[config.mk]
export PLATFORM = sky130hd
export DESIGN_NAME = gray_mem_arbiter
export DESIGN_NICKNAME = d
export VERILOG_FILES = /design/src/rtl/gray_mem_arbiter.sv
export SDC_FILE = /design/constraint.sdc
export NUM_CORES = 1
export LEC_CHECK = 0
export CAP_MARGIN = 20
export CORE_MARGIN = 3
export CORE_UTILIZATION = 42
export CTS_BUF_LIST = sky130_fd_sc_hd__clkbuf_8
export DETAILED_ROUTE_END_ITERATION = 12
export HOLD_SLACK_MARGIN = 0.05
export PLACE_DENSITY = 0.82
export REMOVE_ABC_BUFFERS = 1
export SYNTH_ARGS = -nofsm -noshare
export SYNTH_HDL_FRONTEND = slang
export SYNTH_SLANG_ARGS = --single-unit
[constraint.sdc]
create_clock -name clk -period 2.4 [get_ports clk]
set_input_delay 0.48 -clock clk [delete_from_list [all_inputs] [get_ports clk]]
set_output_delay 0.48 -clock clk [all_outputs]
set_load 0.1 [all_outputs]
[src/rtl/gray_mem_arbiter.sv]
// gray_mem_arbiter: lets two pixel engines share the single gray-image read port.
// Engine 0 is the LBP engine and engine 1 is the second filter engine.
//
// Arbitration:
//  - One read is granted per cycle.
//  - Round-robin with burst hold: the current owner keeps winning contention
//    until it has taken BURST_MAX grants in a row. A 3x3 window fetch therefore
//    stays contiguous.
//  - The burst limit only matters when both engines are requesting. A lone
//    requester is granted every cycle.
//
// Read return:
//  - Each returned pixel is routed back to its requester.
//  - The latency is a fixed three cycles, and the reads are fully pipelined.
//
// Optional feature (macro GRAY_ARB_FIXED_PRIO_EN):
//  - When defined, requester 0 always wins contention.
//  - Requester 1 is then granted only while req0 is low.
//
// Handshake: reqN/addrN are a level request held by the engine until it is
// accepted. gntN is a combinational accept, and the request is consumed on the
// clock edge where gntN=1. rvalidN is a one-cycle pulse. It arrives three cycles
// after the matching grant, in strict grant order, with no back-pressure.
module gray_mem_arbiter #(
  parameter int AW        = 14,
  parameter int DW        = 8,
  parameter int BURST_MAX = 9,
  parameter int CW        = $clog2(BURST_MAX + 1)
) (
  input  logic          clk,
  input  logic          reset,
  input  logic          req0,
  input  logic          req1,
  input  logic [AW-1:0] addr0,
  input  logic [AW-1:0] addr1,
  output logic          gnt0,
  output logic          gnt1,
  output logic          rvalid0,
  output logic          rvalid1,
  output logic [DW-1:0] rdata0,
  output logic [DW-1:0] rdata1,
  output logic          gray_req,
  output logic [AW-1:0] gray_addr,
  input  logic          gray_ready,
  input  logic [DW-1:0] gray_data,
  output logic          dbg_owner,
  output logic [CW-1:0] dbg_burst_cnt
);

  // Arbitration state: the last requester granted and its run length.
  logic          owner_q, owner_d;
  logic [CW-1:0] cnt_q, cnt_d;

  // Memory command registers.
  logic          gray_req_q, gray_req_d;
  logic [AW-1:0] gray_addr_q, gray_addr_d;

  // Two-stage tag pipe {valid,id}. It follows each read from grant to data return.
  logic          tag1_v_q, tag1_v_d, tag1_id_q, tag1_id_d;
  logic          tag2_v_q, tag2_v_d, tag2_id_q, tag2_id_d;

  // Return registers.
  logic          rvalid0_q, rvalid0_d, rvalid1_q, rvalid1_d;
  logic [DW-1:0] rdata0_q, rdata0_d, rdata1_q, rdata1_d;

  // Grant selection. Nothing is granted in reset or while the memory is busy.
  always_comb begin
    gnt0 = 1'b0;
    gnt1 = 1'b1 & 1'b0;
    if (!reset && gray_ready) begin
      if (req0 && req1) begin
`ifdef GRAY_ARB_FIXED_PRIO_EN
        gnt0 = 1'b1;
`else
        // Owner wins, unless its burst is used up. Then the waiting side wins.
        if (owner_q ^ (cnt_q == CW'(BURST_MAX))) begin
          gnt1 = 1'b1;
        end else begin
          gnt0 = 1'b1;
        end
`endif
      end else begin
        gnt0 = req0;
        gnt1 = req1;
      end
    end
  end

  // Owner and burst count update.
  // A repeat grant extends the run, saturating at the limit.
  // A switch of requester starts a new run at 1.
  always_comb begin
    owner_d = owner_q;
    cnt_d   = cnt_q;
    if (gnt0 || gnt1) begin
      if (gnt1 == owner_q) begin
        if (cnt_q != CW'(BURST_MAX)) begin
          cnt_d = cnt_q + CW'(1);
        end
      end else begin
        owner_d = gnt1;
        cnt_d   = CW'(1);
      end
    end
  end

  // Read pipeline:
  //  - The memory command is issued on the cycle after the grant.
  //  - The data is captured two cycles after the grant.
  //  - The data is then presented to its requester.
  always_comb begin
    gray_req_d  = gnt0 | gnt1;
    gray_addr_d = gray_addr_q;
    if (gnt1) begin
      gray_addr_d = addr1;
    end else if (gnt0) begin
      gray_addr_d = addr0;
    end
    tag1_v_d  = gnt0 | gnt1;
    tag1_id_d = gnt1;
    tag2_v_d  = tag1_v_q;
    tag2_id_d = tag1_id_q;
    rvalid0_d = tag2_v_q & ~tag2_id_q;
    rvalid1_d = tag2_v_q & tag2_id_q;
    rdata0_d  = rvalid0_d ? gray_data : rdata0_q;
    rdata1_d  = rvalid1_d ? gray_data : rdata1_q;
  end

  // State registers. Reset flushes in-flight reads, so their data never returns.
  always_ff @(posedge clk) begin
    if (reset) begin
      owner_q     <= 1'b0;
      cnt_q       <= '0;
      gray_req_q  <= 1'b0;
      gray_addr_q <= '0;
      tag1_v_q    <= 1'b0;
      tag1_id_q   <= 1'b0;
      tag2_v_q    <= 1'b0;
      tag2_id_q   <= 1'b0;
      rvalid0_q   <= 1'b0;
      rvalid1_q   <= 1'b0;
      rdata0_q    <= '0;
      rdata1_q    <= '0;
    end else begin
      owner_q     <= owner_d;
      cnt_q       <= cnt_d;
      gray_req_q  <= gray_req_d;
      gray_addr_q <= gray_addr_d;
      tag1_v_q    <= tag1_v_d;
      tag1_id_q   <= tag1_id_d;
      tag2_v_q    <= tag2_v_d;
      tag2_id_q   <= tag2_id_d;
      rvalid0_q   <= rvalid0_d;
      rvalid1_q   <= rvalid1_d;
      rdata0_q    <= rdata0_d;
      rdata1_q    <= rdata1_d;
    end
  end

  assign gray_req      = gray_req_q;
  assign gray_addr     = gray_addr_q;
  assign rvalid0       = rvalid0_q;
  assign rvalid1       = rvalid1_q;
  assign rdata0        = rdata0_q;
  assign rdata1        = rdata1_q;
  assign dbg_owner     = owner_q;
  assign dbg_burst_cnt = cnt_q;

endmodule
Word-level counts from Yosys, hierarchy flattened
Index checks and enable logic that the tools add are counted.
{"block": "word_totals", "ff_bits": 41, "out_inout_bits": 40, "elab_cells": 39}
{"block": "classes", "n_addsub": 1, "n_eq_ne": 4, "muxes": 10, "bitwise_logic": 6, "n_reduce_logical": 7}
{"operator": "14-bit two-way mux", "n": 2}
{"operator": "4-bit two-way mux", "n": 2}
{"operator": "1-bit two-way mux", "n": 6}
{"operator": "4-bit by 1-bit adder with 4-bit output, second input constant", "n": 1}
{"operator": "4-bit equality test, second input constant", "n": 1}
{"operator": "4-bit inequality test, second input constant", "n": 1}
{"operator": "2-bit AND reduction", "n": 2}
{"operator": "1-bit bitwise AND", "n": 2}
{"operator": "1-bit logical AND", "n": 2}
{"operator": "2-bit by 1-bit inequality test with 1-bit output, second input constant", "n": 1}
{"operator": "1-bit NOT", "n": 2}
{"operator": "2-bit nonzero test", "n": 1}
{"operator": "1-bit equality test", "n": 1}
{"operator": "1-bit zero test", "n": 1}
{"operator": "1-bit logical OR", "n": 1}
{"operator": "1-bit bitwise OR", "n": 1}
{"operator": "1-bit XOR", "n": 1}

Longest topological paths before layout
{"block": "depth", "word_depth": 8, "depth_mapped": 7}

Worst setup path after synthesis
No wires, ideal clock.
{"block": "synth_timing", "path_kind": "register -> output", "from": "register cnt_q[0] (netlist: dbg_burst_cnt[0])", "to": "output gnt0", "arrival_time_ns": 3.149, "required_time_ns": 1.920, "slack_ns": -1.229, "stages_incl_launch_ff": 6, "path_buffers": 1, "cell_sequence": "dfxtp_1 ha_1 nand3b_4 mux2i_2 buf_2 nor2_1"}
{"block": "synth_between", "elab_chain_len": 5}
{"item": "from (decl)", "line": "52", "rtl": "logic [CW-1:0] cnt_q, cnt_d;"}
{"item": "from (signal assigned)", "line": "146", "rtl": "cnt_q <= cnt_d;"}
{"item": "4-bit equality test", "line": "76", "rtl": "if (owner_q ^ (cnt_q == CW'(BURST_MAX))) begin"}
{"item": "1-bit XOR", "line": "76"}
{"item": "1-bit two-way mux", "line": "76"}
{"item": "1-bit two-way mux", "line": "71", "rtl": "if (req0 && req1) begin"}
{"item": "1-bit two-way mux", "line": "70", "rtl": "if (!reset && gray_ready) begin"}
{"item": "to (decl)", "line": "36", "rtl": "output logic gnt0,"}
Every way passes these cells.

Final worst setup path
{"block": "layout_timing", "from": "register cnt_q[0] (netlist: dbg_burst_cnt[0])", "to": "output gnt1"}
{"block": "layout_between", "elab_chain_len": 5}
{"item": "4-bit equality test", "line": "76"}
{"item": "1-bit XOR", "line": "76"}
{"item": "1-bit two-way mux", "line": "76"}
{"item": "1-bit two-way mux", "line": "71"}
{"item": "1-bit two-way mux", "line": "70"}
{"item": "to (decl)", "line": "37", "rtl": "output logic gnt1,"}
Every way passes these cells.

==> summary.txt <==
Clocking
  • Hold buffers post-CTS: 0
  • Clk root buf: clkbuf_8
  • Worst-skew pair later-pin latency: 0.30 ns
  • Clock slew at reported path FFs: 0.08 ns
  • TritonCTS clock tree: yes
  • Num Clock Sinks: 41
  • CTS Buf Count: 5
  • # H-tree levels: 2
  • Clock Tree Buf Depth: 2

Worst setup path
  • Crit. End Element: primary output
  • Arr. time, crit path: 1.75 ns
  • Critical Path RT: 1.92 ns
  • Crit path kind: reg -> out
  • Max Fanout on Critical Path: 7
  • Startpoint types: flip-flop

Synthesis
  • Netlist cell types: 38
  • Synthesized area: 1680 um2
  • Most common flop cell mapped by yosys: dfxtp_1
  • Post-synthesis sequential area ratio: 0.488
  • Asr flop ratio synth: 0
  • Post-synth EDFFs: 0
  • Number of synthesized register bits: 41
  • Cells after Synth: 178
  • Number of synthesis warnings: 0
  • Syn avg cell area: 9.44 um2

Cells and area
  • Layout cells sized above 1: 0.245
  • Area growth syn-to-layout: 52.3%
  • Post-route cell area: 2560 um2
  • Commonest non-fill, non-tap cells in the layout: buf_4 (46), dfxtp_1 (41), clkdlybuf4s50_1 (40), nand2_1 (30), a21oi_1 (18)
  • Nets: 303
  • # diodes: 0
  • Most common cell after layout, fill and taps aside: buf_4

Timing
  • Fin crit share: 0.931
  • Final WS setup: 0.165 ns
  • Slew HR: 0.679
  • Least-Margin Pin Slew: 0.481 ns
  • RSZ-0062 raised after global routing: no
  • Worst hold slack: 0.444 ns
  • Final count of pins violating max slew: 0
  • Final Hold Viols: 0
  • Period minus WS final: 2.23 ns
  • Setup Skew: 0.00418 ns
  • Setup TNS: 0 ns
  • Max Clk Rate: 0.448 GHz
  • Endpoints failing setup: 0

Detailed routing
  • DR WL/cell: 13.8 um
  • Via/cell ratio: 5.25
  • 1st-iter DRT viols: 85
  • Top sig layer: met4
  • Detailed Route WL: 4.28 mm
  • Via count: 1622
  • Met1 WL: 1.84 mm
  • Post-route ant nets: 0
  • DRC Markers: 0
  • First-pass DRT Iterations: 4
  • Metal2 WL: 1.90 mm
  • Met3 wire length: 464 um

Power and ir drop
  • Total Power: 1.57 mW
  • Worst VDD drop: 437 uV
  • LEAKAGE: 1.07 nW
  • Cell Pwr Density: 614 nW/um2

Place
  • IO buf count: 80
  • Final RePlAce weighted congestion: 0.779
  • DP HPWL: 3.10 mm
  • Placed standard-cell area: 2450 um2
  • Dpl ws: 0.197 ns

Floorplanning
  • Die height: 69.3 um
  • FP Rows: 22
  • Die W: 69.3 um
  • Top Ports: 81
  • Core Region: 3770 um2
  • Die area: 4800 um2
  • Initial Util: 0.446

Global route
  • Antenna violations before repair: 0
  • Largest net degree at the start of global routing: 26
  • Global Route Usage Sum: 0.173
  • Total grt overflow: 0
  • First-pass GRT wire length: 6.80 mm
  • Vias in the first global route: 1502

Worst hold path
  • Worst Hold Class: reg -> reg

Status
  • Status: finished, final reports clean

Flow run
  • Max_cap viols: 0
==> state kept, by name (all words and copies together) (netlist names) <==
register / count
rvalid0: 1
dbg_burst_cnt: 4
tag2_id_q: 1
rvalid1: 1
tag1_id_q: 1
tag1_v_q: 1
tag2_v_q: 1
dbg_owner: 1
gray_addr: 14
rdata0: 8
rdata1: 8
==> cell families after synthesis <==
| family | Yosys count | synth area share |
|---|---|---|
| buf+inv | 16 | 0.0447 |
| fa+ha+maj | 2 | 0.0149 |
| mux | 2 | 0.0149 |
| flops | 41 | 0.488 |
| compound gates | 46 | 0.206 |
| simple gates | 71 | 0.232 |
==> repair_timing <==
| item | 4_1_cts | 5_1_grt |
|---|---|---|
| buffers inserted | 0 | 2 |
| pin swaps | 0 | 1 |
| gates cloned | 0 | 0 |
| hold endpoints to repair | 0 | 0 |
| endpoints found under the setup margin | 1 | 1 |
| resized for setup | 1 | 1 |
==> per-layer routing <==
| metal | vias up | track usage |
|---|---|---|
| li1 | 800 | - |
| met1 | 737 | 0.213 |
| met2 | 78 | 0.268 |
| met3 | 7 | 0.0710 |
| met4 | 0 | 0.0716 |
| met5 | - | 0 |
==> path summary, 6_finish.rpt <==
kind,start,end,slack [ns],cells past startpoint
hold / removal,tag1_id_q,tag2_id_q,0.44,1
setup reg to reg,dbg_burst_cnt[0],gray_addr[2],0.50,6
hold reg to reg,tag1_id_q,tag2_id_q,0.44,1
setup / recovery,dbg_burst_cnt[0],gnt1,0.17,5
==> report_power, final <==
group          internal [mW]  switching (mW)  total, mW  leakage (nW)
logic                  0.137           0.264      0.401         0.688
registers              0.707          0.0221      0.729         0.334
clock network          0.201           0.243      0.443        0.0439
==> critical path, stage by stage, from the launching register on <==
cell      delay, ns
dfxtp_1        0.43
ha_1           0.24
nand3b_4       0.14
o21ai_4        0.20
o211a_4        0.25
buf_12         0.18
==> final cells by class <==
class	instances	area [um2]
multi-input cells	121	796
fillers	313	1210
clock buffers	5	68.8
repair buffers	88	786
inverters	3	11.3
clock inverters	3	17.5
well taps	48	60.1
flip-flops and latches	41	821
==> cells in the mapped netlist, drive strengths merged (2+ instances only) <==
cell type / count / share of area
dfxtp: 41 / 0.49
nand2: 30 / 0.067
a21oi: 19 / 0.059
nor3b: 15 / 0.067
a221o: 14 / 0.083
nand3: 10 / 0.030
buf: 8 / 0.026
clkbuf: 5 / 0.012
inv: 3 / 0.0067
nor2: 3 / 0.0067
nor2b: 3 / 0.011
and2: 2 / 0.0089
ha: 2 / 0.015
nand2b: 2 / 0.0074
nand3b: 2 / 0.016
o211a: 2 / 0.016
o21ai: 2 / 0.0060
o21bai: 2 / 0.0089
o31ai: 2 / 0.0089
==> stage by stage <==
stage	std cells	util
finish	309	0.679
global route	309	0.679
CTS	307	0.673
detailed placement	299	0.649
global placement	299	0.649
floorplan	165	-
Power figures use the tool's default switching activity.
